[config.mk]
export PLATFORM = sky130hd
export DESIGN_NAME = rs232_des
export DESIGN_NICKNAME = d
export VERILOG_FILES = /design/src/rtl/rs232_des_pkg.sv /design/src/rtl/rs232_des_sync_2ff.sv /design/src/rtl/rs232_des.sv
export SDC_FILE = /design/constraint.sdc
export NUM_CORES = 1
export LEC_CHECK = 0
export CAP_MARGIN = 20
export CORE_ASPECT_RATIO = 0.8
export CORE_UTILIZATION = 64
export CTS_BUF_LIST = sky130_fd_sc_hd__clkbuf_4
export DETAILED_ROUTE_END_ITERATION = 16
export GPL_TIMING_DRIVEN = 0
export PLACE_DENSITY = 0.95
export SYNTH_ARGS = -nofsm -noshare
export SYNTH_HDL_FRONTEND = slang
export SYNTH_SLANG_ARGS = --single-unit
[constraint.sdc]
create_clock -name clk -period 3.9 [get_ports clk]
set_input_delay 0.39 -clock clk [delete_from_list [all_inputs] [get_ports clk]]
set_output_delay 0.39 -clock clk [all_outputs]
set_load 0.02 [all_outputs]
[src/rtl/rs232_des_pkg.sv]
// Shared RS-232 definitions: FSM states, frame constants and the clogb2 helper
// used by both the serializer and the deserializer.
package rs232_des_pkg;

   typedef enum logic [1:0] {
      S_IDLE  = 2'd0,
      S_START = 2'd1,
      S_SHIFT = 2'd2,
      S_STOP  = 2'd3
   } state_t;

   localparam int DATA_BITS = 8;

   // Number of bits needed to hold 'value' itself (clogb2(16) = 5).
   function automatic int clogb2(input int value);
      int v;
      int n;
      v = value;
      n = 0;
      for (int i = 0; i < 32; i++) begin
         if (v > 0) begin
            n = n + 1;
            v = v >> 1;
         end
      end
      return n;
   endfunction

endpackage

[src/rtl/rs232_des_sync_2ff.sv]
// Two-flop synchronizer for a single asynchronous input, with a selectable
// reset value so idle-high lines come out of reset at their idle level.
module sync_2ff #(
   parameter logic RST_VAL = 1'b1
) (
   input  logic clk,
   input  logic rst_n,
   input  logic d,
   output logic q
);

   logic meta_reg;

   always_ff @(posedge clk or negedge rst_n) begin
      if (!rst_n) begin
         meta_reg <= RST_VAL;
         q        <= RST_VAL;
      end else begin
         meta_reg <= d;
         q        <= meta_reg;
      end
   end

endmodule

[src/rtl/rs232_des.sv]
// RS-232 8N1 receiver: recovers bytes from the serial line by mid-bit sampling
// and writes good bytes to the RX FIFO, flagging framing errors and overruns.
module rs232_des
   import rs232_des_pkg::*;
#(
   parameter int P_CLK_FREQ_HZ = 100000000,
   parameter int P_BAUD_RATE   = 9600
) (
   input  logic       clk,
   input  logic       rst_n,
   input  logic       rx,
   output logic [7:0] rx_fifo_data,
   output logic       rx_fifo_wr_en,
   input  logic       rx_fifo_full,
   output logic       frame_err,
   output logic       overrun
);

   localparam int BIT_CNT  = P_CLK_FREQ_HZ / P_BAUD_RATE;
   localparam int HALF_CNT = BIT_CNT / 2;
   localparam int CNT_W    = clogb2(BIT_CNT);

   localparam logic [CNT_W-1:0] BIT_LAST  = CNT_W'(BIT_CNT);
   localparam logic [CNT_W-1:0] HALF_LAST = CNT_W'(HALF_CNT);
   localparam logic [2:0]       LAST_BIT  = 3'(DATA_BITS - 1);

   logic             rx_s;
   logic             rx_d;
   state_t           state;
   logic [CNT_W-1:0] launch_cnt;
   logic [2:0]       bit_cnt;
   logic [7:0]       shift_reg;

   sync_2ff #(
      .RST_VAL(1'b1)
   ) u_rx_sync (
      .clk  (clk),
      .rst_n(rst_n),
      .d    (rx),
      .q    (rx_s)
   );

   always_ff @(posedge clk or negedge rst_n) begin
      if (!rst_n) begin
         rx_d          <= 1'b1;
         state         <= S_IDLE;
         launch_cnt    <= '0;
         bit_cnt       <= '0;
         shift_reg     <= '0;
         rx_fifo_data  <= '0;
         rx_fifo_wr_en <= 1'b0;
         frame_err     <= 1'b0;
         overrun       <= 1'b0;
      end else begin
         rx_d          <= rx_s;
         rx_fifo_wr_en <= 1'b0;
         frame_err     <= 1'b0;
         overrun       <= 1'b0;

         case (state)
            S_IDLE: begin
               bit_cnt    <= '0;
               launch_cnt <= '0;
               // Edge-triggered so a held-low break cannot restart frames.
               if (rx_d && !rx_s) begin
                  state <= S_START;
               end
            end

            S_START: begin
               if (launch_cnt == HALF_LAST) begin
                  launch_cnt <= '0;
                  state      <= rx_s ? S_IDLE : S_SHIFT;
               end else begin
                  launch_cnt <= launch_cnt + CNT_W'(1);
               end
            end

            S_SHIFT: begin
               if (launch_cnt == BIT_LAST) begin
                  shift_reg  <= {rx_s, shift_reg[7:1]};
                  launch_cnt <= '0;
                  bit_cnt    <= bit_cnt + 3'd1;
                  if (bit_cnt == LAST_BIT) begin
                     state <= S_STOP;
                  end
               end else begin
                  launch_cnt <= launch_cnt + CNT_W'(1);
               end
            end

            S_STOP: begin
               if (launch_cnt == BIT_LAST) begin
                  launch_cnt <= '0;
                  state      <= S_IDLE;
                  // A bad stop bit wins over FIFO state: nothing is written.
                  if (!rx_s) begin
                     frame_err <= 1'b1;
                  end else if (rx_fifo_full) begin
                     overrun <= 1'b1;
                  end else begin
                     rx_fifo_data  <= shift_reg;
                     rx_fifo_wr_en <= 1'b1;
                  end
               end else begin
                  launch_cnt <= launch_cnt + CNT_W'(1);
               end
            end

            default: begin
               state <= S_IDLE;
            end
         endcase
      end
   end

endmodule

==> results of run 1 <==
[metal layers]
layer  up-vias  part of all wire
li1        563                 -
met1       608              0.45
met2        41              0.47
met3         7             0.061
met4         0             0.013
met5         -                 0
[worst max-delay path, stage by stage (launching register included)]
cell and delay (ps):
dfrtp_1 450, inv_1 80, ha_1 130, or4b_1 450, or4_4 560, buf_2 200, a2bb2oi_1 420, buf_2 320
nor2_1 80
[cells by family (layout without fill, tap and decap cells)]
| group | Yosys count | in the layout | synth area share |
|---|---|---|---|
| and+or+nand+nor | 58 | 58 | 0.175 |
| AOI/OAI and AO/OA | 7 | 7 | 0.0286 |
| buffers and inverters | 11 | 33 | 0.0286 |
| DFF | 41 | 41 | 0.573 |
| muxes | 17 | 17 | 0.108 |
| xor gates and xnor gates | 12 | 12 | 0.0585 |
| adders and majority gates | 4 | 4 | 0.0279 |
[final cells by class]
type | instances | area [sq um] | share of cell area
flip-flops and latches | 41 | 1030 | 0.507
repair buffers | 14 | 135 | 0.0665
inverters | 6 | 22.5 | 0.0111
clock inverters | 3 | 17.5 | 0.00862
well taps | 36 | 45.0 | 0.0222
multi-input cells | 98 | 716 | 0.352
clock buffers | 5 | 37.5 | 0.0185
plain buffers | 5 | 28.8 | 0.0142
[how the worst min path moves through the flow]
stage / cells past startpoint / from / slack, ps / end
3_5_place_dp: 0 / u_rx_sync.meta_reg / 350 / u_rx_sync.q
2_1_floorplan: 0 / rst_n / 90 / asynchronous set/reset pin
6_report: 1 / rst_n / 150 / bit_cnt[1]
3_3_place_gp: 0 / u_rx_sync.meta_reg / 350 / u_rx_sync.q
5_1_grt: 1 / rst_n / 220 / bit_cnt[0]
4_1_cts: 1 / rst_n / 170 / launch_cnt[4]
[synthesized netlist by cell type (2+ instances only)]
cell type  number
dfrtp_1        38
nor2_1         20
mux2_2         15
xnor2_1        10
nand2_1         8
inv_1           6
nand3_1         6
nand4_1         6
nor3_1          5
ha_1            4
dfstp_2         3
a31oi_1         2
buf_2           2
clkbuf_1        2
nand2b_1        2
nor4_1          2
o311ai_0        2
or4b_1          2
xor2_1          2
[power groups by stage]
stage	clock network (mW)	registers [mW]	logic [mW]
final	0.201	0.494	0.0947
after global routing	0.223	0.497	0.111
after CTS	0.206	0.491	0.0966
after detailed placement	0	0.500	0.0957
after global placement	0	0.497	0.0884
after floorplan	0	0.491	0.0683
[metrics by stage]
step / instances / cell area [sq um]
4_1_cts: 208 / 2030
6_report: 208 / 2030
2_1_floorplan: 150 / 1800
5_1_grt: 208 / 2030
3_5_place_dp: 200 / 1980
3_3_place_gp: 200 / 1980
==> summary.md, run 1 <==
| Metric | Value |
|---|---|
| Vias per std cell | `5.86` |
| I/O pins | `15` |
| Ys async rst share | `1.00` |
| Post-CTS Setup Repair Bufs | `0` |
| Prevailing post-synth register cell | `dfrtp_1` |
| Seq pwr share | `0.626` |
| Share of cells above drive strength 1 | `0.203` |
| Post-synthesis cell area | `1800 sq um` |
| R2r worst-path depth | `8` |
| Total core area | `2540 sq um` |
| Busiest grt layer | `met2` |
| GRT Total Usage | `0.254` |
| # fillers | `165` |
| Overflow after GRT | `0` |
| Internal power | `563 uW` |
| Period utilization | `0.716` |
| Post-synthesis sequential area ratio | `0.573` |
| Nets | `179` |
| Clock slew at reported path FFs | `120 ps` |
| HPWL Detailed | `2.28 mm` |
| H-tree depth reported by CTS | `2` |
| Final ANT Viol Nets | `0` |
| DR iter-0 viols | `67` |
| Commonest cells after routing, fill and taps aside | `dfrtp_1 (38), nor2_1 (20), mux2_2 (15), clkdlybuf4s50_1 (13), xnor2_1 (10)` |
| Worst setup margin | `1110 ps` |
| R2R Path End | `launch_cnt[13]` |
| R2R setup slack | `1110 ps` |
| Final setup viols | `0` |
| Cell variety after synth | `32` |
| Fmax | `0.358 GHz` |
| Post-synthesis instance total | `150` |
| Slew HR | `0.410` |
| First-pass DRT Iterations | `4` |
| Critical Path Sink Type | `flop` |
| Initial Utilization | `0.707` |
| Crit path from | `launch_cnt[0]` |
| Vias | `1219` |
| WP data required | `4140 ps` |
| Clock sinks | `41` |
| Max Cap Viol | `0` |
| Yosys reg bits | `41` |
| Initial antenna violation count | `0` |
| Comb pwr share | `0.120` |
| Full die area | `3020 sq um` |
| Synthesis Warnings | `0` |
| Cts bufs inserted | `5` |
| Clk Latency, worst-skew pair | `350 ps` |
| Largest net degree at the start of global routing | `42` |
| Most common cell after layout, fill and taps aside | `dfrtp_1` |
| GR Util met3 | `0.0875` |
| CTS-repair resized insts | `0` |
| Util after Layout | `0.799` |
| Syn avg cell area | `12.0 sq um` |
| Clk_skew | `4.63 ps` |
| Port bufs | `14` |
| Setup TNS | `0 ps` |
| Synth area leaders | `dfrtp_1 (53%), mux2_2 (9.4%), xnor2_1 (4.9%)` |
| Cell area power density | `389 nW/um^2` |
| Critical R2R Launch | `launch_cnt[0]` |
| Power, Total | `790 uW` |
| Routed wire length | `3.20 mm` |
| Syn_nets | `158` |
| Crit path to | `launch_cnt[13]` |
| M1 GR Usage | `0.335` |
| Status | `completed` |
| Width of the die | `61.2 um` |
| Drt wl/cell | `15.4 um` |
| Clk pwr share | `0.255` |
| Hold crit path type | `input pin to asynchronous set/reset pin` |
| Final Max Tran Viols | `0` |
| Share of the synthesized area in the top cell type | `0.529` |
| Max reg flops | `14` |
| NetSw | `227 uW` |
| Kind of critical path | `flop to flop` |
| Sw frac | `0.287` |
| Max VDD drop | `256 uV` |
| Worst Path Arrival | `3030 ps` |
| Die Y | `49.4 um` |
| Lkg Pwr | `0.900 nW` |
| First-pass GRT wire length | `5.45 mm` |
| CP Max Fanout | `10` |
| Rows | `16` |
| Ant diodes | `0` |
| CTS Hold Bufs | `0` |
| Slew @ Worst Pin | `884 ps` |
| Post-place setup slack | `1120 ps` |
| Vias in the first global route | `1218` |
| Fin crit period | `2790 ps` |
| Placer Congestion | `0.913` |
| CTS root buf | `clkbuf_4` |
| Clk buf depth | `2` |
| Remaining DRCs | `0` |
| Number of enable flip-flop cells after synthesis | `0` |
| Area leader, netlist | `dfrtp_1` |
| Setup crit start kind | `flop` |
| TritonCTS clock tree | `yes` |
| Met2 Usage GRT | `0.397` |
| Final Hold Vio Count | `0` |
| Area grow syn2layout | `13.1%` |
| WHS | `149 ps` |
| RSZ-0062 raised after global routing | `no` |
No activity file was read; power rests on OpenSTA's default activity.
==> run 2, diff against run 1 <==
- CORE_UTILIZATION: 64 -> 59
- PLACE_DENSITY: 0.95 -> 0.89
- clock period: 3.9 -> 2.7 ns (I/O delays scaled with it)
==> run 2 against run 1 <==
- global-route usage shrank 2.4 points
- wire length shrank 2.2%
- clock skew is 1.0 ps higher
- maximum frequency rose by 7.0%
- utilization fell by 6.9 points
- clock power is 50% higher
- die area rose by 8.2%
- critical path depth fell by 1
- largest cell class unchanged
==> summary.md, run 2 (synthesis results as in run 1) <==
| Metric | Value |
|---|---|
| Status | `completed` |
| Clk Latency, worst-skew pair | `350 ps` |
| Max Cap Viol | `0` |
| Worst Path Arrival | `2850 ps` |
| Port bufs | `14` |
| WP data required | `2940 ps` |
| CP Max Fanout | `10` |
| Hold crit path type | `input pin to asynchronous set/reset pin` |
| TritonCTS clock tree | `yes` |
| Fin crit period | `2610 ps` |
| Cell area power density | `560 nW/um^2` |
| Area grow syn2layout | `15.0%` |
| Nets | `180` |
| Util after Layout | `0.731` |
| Lkg Pwr | `0.914 nW` |
| Max VDD drop | `352 uV` |
| Clk buf depth | `2` |
| I/O pins | `15` |
| Full die area | `3270 sq um` |
| Critical Path Sink Type | `flop` |
| Clock slew at reported path FFs | `110 ps` |
| Drt wl/cell | `14.9 um` |
| Share of cells above drive strength 1 | `0.208` |
| Period utilization | `0.966` |
| Total core area | `2830 sq um` |
| CTS root buf | `clkbuf_4` |
| Max reg flops | `14` |
| Final Max Tran Viols | `0` |
| Fmax | `0.384 GHz` |
| Slew @ Worst Pin | `859 ps` |
| Worst setup margin | `92.9 ps` |
| Cts bufs inserted | `5` |
| DR iter-0 viols | `67` |
| Overflow after GRT | `0` |
| Final Hold Vio Count | `0` |
| Clk_skew | `5.67 ps` |
| Setup TNS | `0 ps` |
| Most common cell after layout, fill and taps aside | `dfrtp_1` |
| Die Y | `51.4 um` |
| Placed Area | `1980 sq um` |
| CTS Hold Bufs | `0` |
| Final instance area | `2070 sq um` |
| Largest net degree at the start of global routing | `42` |
| Setup crit start kind | `flop` |
| Placer Congestion | `0.881` |
| Vias | `1242` |
| Final setup viols | `0` |
| Remaining DRCs | `0` |
| H-tree depth reported by CTS | `2` |
| Vias per std cell | `5.89` |
| RSZ-0062 raised after global routing | `no` |
| Initial antenna violation count | `0` |
| Routed wire length | `3.13 mm` |
| Post-place setup slack | `-55.6 ps` |
| Slew HR | `0.428` |
| Final ANT Viol Nets | `0` |
| First-pass DRT Iterations | `4` |
| Initial Utilization | `0.635` |
| First-pass GRT wire length | `5.40 mm` |
| Kind of critical path | `flop to flop` |
| Commonest cells after routing, fill and taps aside | `dfrtp_1 (38), nor2_1 (20), mux2_2 (15), clkdlybuf4s50_1 (13), xnor2_1 (10)` |
| Vias in the first global route | `1183` |
| GRT Total Usage | `0.230` |
| Rows | `17` |
| HPWL Detailed | `2.12 mm` |
| WHS | `19.8 ps` |
| # fillers | `184` |
| Ant diodes | `0` |
| Width of the die | `63.7 um` |
| Clock sinks | `41` |
[run 2: changes by cell type in the layout (fill, tap and decap cells not counted), sizes merged]
cell      before  now
clkbuf         7   10
clkinvlp       1    0
clkinv         2    1
[run 2: worst paths after layout]
check,slack (ps),cells after the start,start,end
min in group clk,320,1,rx,u_rx_sync.meta_reg
max in group asynchronous,2140,1,rst_n,launch_cnt[4]
setup / recovery,90,7,launch_cnt[0],shift_reg[7]
hold / removal,20,1,rst_n,state[0]
hold reg to reg,370,0,u_rx_sync.meta_reg,u_rx_sync.q
setup reg to reg,90,7,launch_cnt[0],shift_reg[7]
[run 2: metal layers]
metal  up-vias  global-route usage  part of all wire
met2        37               0.353              0.48
met1       633               0.292              0.45
met4         0               0.114             0.018
met5         -                   0                 0
li1        568                   -                 -
met3         4              0.0804             0.049
[run 2: critical path, stage by stage (launching register included)]
cell and delay [ps]:
dfrtp_1 440, inv_1 80, ha_1 130, or4b_1 460, or4_4 540, or3b_1 390
buf_6 160, mux2_4 300
[run 2: layout make-up]
| cell class | count | area (sq um) | area share |
|---|---|---|---|
| sequential | 41 | 1030 | 0.498 |
| multi-input combinational | 98 | 733 | 0.355 |
| timing repair buffer | 15 | 146 | 0.0708 |
| clock buffer | 7 | 52.6 | 0.0254 |
| tap | 38 | 47.5 | 0.0230 |
| buffer | 5 | 31.3 | 0.0151 |
| inverter | 6 | 22.5 | 0.0109 |
| clock inverter | 1 | 3.75 | 0.00182 |
[run 2: power breakdown]
part           total [mW]  internal [mW]  switching (mW)
Combinational       0.144         0.0632          0.0804
Clock               0.302          0.120           0.182
Sequential          0.712          0.656          0.0557
Total                1.16          0.839           0.318
[run 2: timing repair]
action	CTS	global route
endpoints found under the hold margin	0	0
buffers inserted	0	1
setup endpoints to repair	18	19
pin swaps	1	2
resized for setup	1	3
[run 2: stage by stage]
| step | total power [mW] | cells |
|---|---|---|
| after floorplan | 0.807 | 150 |
| after global placement | 0.848 | 202 |
| after detailed placement | 0.859 | 202 |
| after CTS | 1.16 | 210 |
| after global routing | 1.22 | 211 |
| final | 1.16 | 211 |
